--- src/rtl/sd_otf_conv_pkg.sv ---
// -----------------------------------------------------------------------------
// sd_otf_conv_pkg
// Shared definitions for the signed-digit multiplier datapath: borrow-save
// digit encodings and the on-the-fly converter FSM state encoding.
// -----------------------------------------------------------------------------
package sd_otf_conv_pkg;

    // Borrow-save digit codes. Both 2'b00 and 2'b11 mean zero.
    localparam logic [1:0] DIGIT_PLUS     = 2'b10;
    localparam logic [1:0] DIGIT_MINUS    = 2'b01;
    localparam logic [1:0] DIGIT_ZERO     = 2'b00;
    localparam logic [1:0] DIGIT_ZERO_ALT = 2'b11;

    // ACC: accepting digits of the current word.
    // OUT: result held on out_data until the consumer takes it.
    typedef enum logic {
        ST_ACC = 1'b0,
        ST_OUT = 1'b1
    } otf_state_t;

endpackage

--- src/rtl/sd_digit_decode.sv ---
// -----------------------------------------------------------------------------
// sd_digit_decode
// Maps one borrow-save digit onto a pair of one-hot flags; both flags low
// means a zero digit.
// Ports:
//   in_digit  in  2  borrow-save digit code
//   is_pos    out 1  digit is +1
//   is_neg    out 1  digit is -1
// -----------------------------------------------------------------------------
module sd_digit_decode
    import sd_otf_conv_pkg::*;
(
    input  logic [1:0] in_digit,
    output logic       is_pos,
    output logic       is_neg
);

    always_comb begin
        // NOTE: default every output before the case so no path leaves one unassigned (no latch).
        is_pos = 1'b0;
        is_neg = 1'b0;
        case (in_digit)
            DIGIT_PLUS:                 is_pos = 1'b1;
            DIGIT_MINUS:                is_neg = 1'b1;
            DIGIT_ZERO, DIGIT_ZERO_ALT: begin end
            default:                    begin end
        endcase
    end

endmodule

--- src/rtl/sd_otf_conv.sv ---
// -----------------------------------------------------------------------------
// sd_otf_conv
// On-the-fly conversion of an ND-digit MSB-first signed-digit stream into an
// (ND+1)-bit two's-complement word. Two candidate registers are kept: Q (the
// value so far) and QM (Q minus one ulp). Each digit only shifts and appends a
// bit, so there is never a carry-propagate adder in the digit path.
// Ports:
//   clk        in   1     rising-edge clock
//   rst        in   1     synchronous active-high reset
//   in_valid   in   1     in_digit valid this cycle
//   in_ready   out  1     converter accepts a digit this cycle
//   in_digit   in   2     borrow-save digit (10=+1, 01=-1, 00/11=0)
//   out_valid  out  1     out_data holds a completed conversion
//   out_ready  in   1     downstream takes out_data this cycle
//   out_data   out  ND+1  two's-complement result
// -----------------------------------------------------------------------------
module sd_otf_conv
    import sd_otf_conv_pkg::*;
#(
    parameter int ND = 8
) (
    input  logic          clk,
    input  logic          rst,
    input  logic          in_valid,
    output logic          in_ready,
    input  logic [1:0]    in_digit,
    output logic          out_valid,
    input  logic          out_ready,
    output logic [ND:0]   out_data
);

    localparam int            CW   = (ND > 1) ? $clog2(ND) : 1;
    localparam logic [CW-1:0] LAST = CW'(ND - 1);

    otf_state_t    state;
    logic [ND:0]   q;
    logic [ND:0]   qm;
    logic [ND:0]   q_next;
    logic [ND:0]   qm_next;
    logic [CW-1:0] cnt;
    logic          is_pos;
    logic          is_neg;
    logic          accept;

    sd_digit_decode u_decode (
        .in_digit (in_digit),
        .is_pos   (is_pos),
        .is_neg   (is_neg)
    );

    // in_ready is the only combinational output; it is forced low during reset.
    assign in_ready = (state == ST_ACC) && !rst;
    assign accept   = in_valid && in_ready;

    // Shift-and-append selection. A -1 digit borrows from the prefix, so the
    // new Q comes from QM; a +1 digit makes the old Q the new QM prefix.
    always_comb begin
        q_next  = {q[ND-1:0],  1'b0};
        qm_next = {qm[ND-1:0], 1'b1};
        if (is_pos) begin
            q_next  = {q[ND-1:0], 1'b1};
            qm_next = {q[ND-1:0], 1'b0};
        end else if (is_neg) begin
            q_next  = {qm[ND-1:0], 1'b1};
            qm_next = {qm[ND-1:0], 1'b0};
        end
    end

    // NOTE: all state is updated with non-blocking assignments so every register samples pre-edge values.
    always_ff @(posedge clk) begin
        if (rst) begin
            state     <= ST_ACC;
            q         <= '0;
            qm        <= '1;
            cnt       <= '0;
            out_data  <= '0;
            out_valid <= 1'b0;
        end else begin
            case (state)
                ST_ACC: begin
                    if (accept) begin
                        q  <= q_next;
                        qm <= qm_next;
                        if (cnt == LAST) begin
                            // Last digit: capture the finished Q directly so the
                            // result appears one cycle after the final digit.
                            cnt       <= '0;
                            state     <= ST_OUT;
                            out_valid <= 1'b1;
                            out_data  <= q_next;
                        end else begin
                            cnt <= cnt + 1'b1;
                        end
                    end
                end
                ST_OUT: begin
                    // out_data is left untouched here, so it cannot move under backpressure.
                    if (out_ready) begin
                        state     <= ST_ACC;
                        out_valid <= 1'b0;
                        q         <= '0;
                        qm        <= '1;
                        cnt       <= '0;
                    end
                end
                default: state <= ST_ACC;
            endcase
        end
    end

endmodule

--- config.mk ---
export PLATFORM = sky130hd
export DESIGN_NAME = sd_otf_conv
export DESIGN_NICKNAME = d
export VERILOG_FILES = /design/src/rtl/sd_otf_conv_pkg.sv /design/src/rtl/sd_digit_decode.sv /design/src/rtl/sd_otf_conv.sv
export SDC_FILE = /design/constraint.sdc
export NUM_CORES = 1
export LEC_CHECK = 0
export BUFFER_PORTS_ARGS = -buffer_cell sky130_fd_sc_hd__buf_4
export CAP_MARGIN = 5
export CELL_PAD_IN_SITES_DETAIL_PLACEMENT = 1
export CELL_PAD_IN_SITES_GLOBAL_PLACEMENT = 1
export CORE_ASPECT_RATIO = 1.4
export CORE_MARGIN = 1.5
export CORE_UTILIZATION = 40
export CTS_BUF_LIST = sky130_fd_sc_hd__clkbuf_4 sky130_fd_sc_hd__clkbuf_8
export DETAILED_ROUTE_END_ITERATION = 10
export GPL_ROUTABILITY_DRIVEN = 0
export GPL_TIMING_DRIVEN = 0
export PLACE_DENSITY_LB_ADDON = 0.1
export SYNTH_ARGS = -nofsm -noshare
export SYNTH_HDL_FRONTEND = slang
export SYNTH_HIERARCHICAL = 1
export SYNTH_SLANG_ARGS = --single-unit
--- constraint.sdc ---
create_clock -name clk -period 2.3 [get_ports clk]
set_input_delay 0.23 -clock clk [delete_from_list [all_inputs] [get_ports clk]]
set_output_delay 0.23 -clock clk [all_outputs]
set_load 0.01 [all_outputs]
==> flow_summary.yaml <==
status:
  status: "finished clean"
placement:
  dp_hpwl_microns: 2010
  io_buffers: 15
  place_ws_ns: 0.674
  placed_area_sq_um: 1470
timing:
  fin_setup_tns_ns: 0
  drv_slew: 0
  min_period_ns: 1.63
  rsz0062_at_grt: "false"
  worstMarginPinSlew_ns: 0.763
  min_period_over_period_pct: 70.7
  hold_viol: 0
  fin_skew_ns: 0.00475
  setup_viol: 0
  fin_ws_ns: 0.674
  slew_headroom_pct: 48.9
  max_clock_freq_ghz: 0.615
logic_synthesis:
  ys.flop_type: "dfxtp_1"
  ys_seq_area_share_pct: 45.9
  synthCells: 122
  synth_edf_count: 0
  synth_top_area_cell: "dfxtp_1"
  avgSynthCellArea_sq_um: 10.7
  yosys_register_bits: 30
  synth_area_sq_um: 1310
  synthDistinctLibCells: 29
  synth_most_common_cell: "dfxtp_1"
  synth_top_area_share_pct: 45.9
  synth_nets: 130
  synthTopCellsByArea: "dfxtp_1 (46%), mux2i_1 (11%), a22o_1 (6.0%)"
  ys_top_cells_by_count: "dfxtp_1 (30), mux2i_1 (15), nor2_1 (12)"
  synthArstFlopShare_pct: 0
  yosysWarnings: 6
finish:
  design_area_sq_um: 1570
  diodes: 0
  nFillCells: 371
  area_growth_pct: 19.6
  drive_gt1_share_pct: 31.0
  nNetsFinal: 152
critical_path:
  path_cells: "buf_6 -> nor2_1 -> buf_4"
  crit_buf_inv: 2
  required_ns: 2.07
  worstReg2RegEnd: "out_data[8]"
  critPathKind: "register to output pin"
  r2r-start: "cnt[0]"
  crit_path_start_kind: "register"
  crit_path_max_fanout: 8
  cp-end-kind: "output pin"
  path_delay_family: "simple AND/OR/NAND/NOR gates"
  r2r_slack_ns: 0.78
  critPathArrivalTime_ns: 1.40
  r2r_cells: 5
  slowest_stage: "nor2_1"
  cpPeakStageDelay_ns: 0.44
cts:
  clockBufferDepth: 2
  clk_pin_slew_ns: 0.06
  cts_tree: "yes"
  cts_resized: 0
  postCtsSetupBuffers: 0
  cts.htree.levels: 2
  root_buffer: "clkbuf_8"
  cts_made_buffers: 5
  clock_latency_ns: 0.28
  clock-sinks: 30
  cts_hold_buf: 0
route:
  avgViaCountPerCell: 5.28
  dr_total_vias: 972
  ant_nets: 0
  drt_first_pass_iters: 4
  drt_iter0_drc: 13
  totalWireLength_microns: 2860
  drt-wirelength-per-cell_microns: 15.5
  drc: 0
run:
  cap_violations: 0
floorplan:
  start_util_pct: 41.9
  die_y_microns: 70.7
  die-area_sq_um: 3630
  io-pin-count: 17
  row_count: 24
  die_w_microns: 51.3
  core_area_sq_um: 3120
grt:
  grt-ovfl-total: 0
  grt_pass1_vias: 961
  grt_pass1_wl_microns: 4690
  grt_start_max_net_pins: 11
  grtUsageTotal_pct: 17.9
  antenna_found_initial: 0
power_and_ir_drop:
  p_leak_uw: 0.000677
  irDropWorstVdd_mv: 0.392
  power_per_cell_area_nw_per_um2: 708
  p_total_uw: 1110
min_path:
  whs_endpoint: "state"
  holdPathStages: 4
  worstHoldStart: "out_ready"
  min_path_type: "input pin to register"
worst max path at each step:
stage	start	end	slack (ns)	cells past startpoint
after detailed placement	in_digit[0]	out_data[3]	0.67	7
after global placement	in_digit[0]	out_data[3]	0.70	7
final	state	in_ready	0.67	3
after global routing	state	in_ready	0.58	3
after floorplan	cnt[0]	out_valid	0.91	6
after CTS	state	in_ready	0.65	3
layout by cell type (no fill, tap or decap), drive strengths merged:
cell type	Yosys	layout
or3b	2	2
and4bb	1	1
nand2b	1	1
o2bb2ai	7	7
inv	2	2
and2b	1	1
ha	2	2
a211oi	7	7
o21ai	2	2
a22o	9	9
nor3b	2	2
a21o	1	1
a31o	1	1
nor2	13	13
nor2b	2	2
clkinv	0	1
clkbuf	1	8
buf	8	23
dfxtp	30	30
nand2	8	8
nor3	1	1
mux2i	15	15
a21oi	6	6
flip-flops by register name, summed over array words and instances (netlist names):
| register | count |
|---|---|
| state | 1 |
| cnt | 3 |
| out_valid | 1 |
| out_data | 9 |
| qm | 8 |
| q | 8 |
routing by layer:
layer  global-route usage, %  up-vias  part of all wire, %
met5                       0        -                    0
met4                    7.89        0                  2.2
met3                    6.33        7                  2.8
met2                    28.3       12                   50
met1                    21.8      469                   45
li1                        -      484                    -
logic make-up after synthesis:
logic type	Yosys count	synth area share, %
multiplexers	15	11.5
AO/OA/AOI/OAI	33	21.2
flip-flops	30	45.9
AND/OR/NAND/NOR	31	14.1
adder cells (fa/ha/maj)	2	1.91
buffers and inverters	11	5.45
stage by stage:
stage          util (%)  hold WS (ns)  instances
2_1_floorplan         -         0.413        122
3_3_place_gp       47.1         0.447        176
3_5_place_dp       47.1         0.476        176
4_1_cts            50.1         0.281        184
5_1_grt            50.1         0.313        184
6_report           50.1         0.284        184
worst reg2reg max path, stage by stage (launching register included):
cell      delay, ns
dfxtp_1        0.33
ha_1           0.20
ha_1           0.20
and4bb_2       0.24
buf_2          0.21
a211oi_1       0.25
final cells by class:
type / instances / area, sq um / share of cell area, %
Clock inverter: 1 / 5.00 / 0.320
Buffer: 9 / 63.8 / 4.08
Inverter: 2 / 7.51 / 0.480
Clock buffer: 7 / 90.1 / 5.76
Multi-Input combinational cell: 81 / 637 / 40.7
Timing Repair Buffer: 15 / 113 / 7.19
Tap cell: 39 / 48.8 / 3.12
Sequential cell: 30 / 601 / 38.4
where the power goes:
group	total, uW	internal (uW)	switching, uW
logic	105	48.4	56.8
registers	557	541	15.5
clock network	446	253	194
Note: power is estimated with default switching activity, not from simulation.
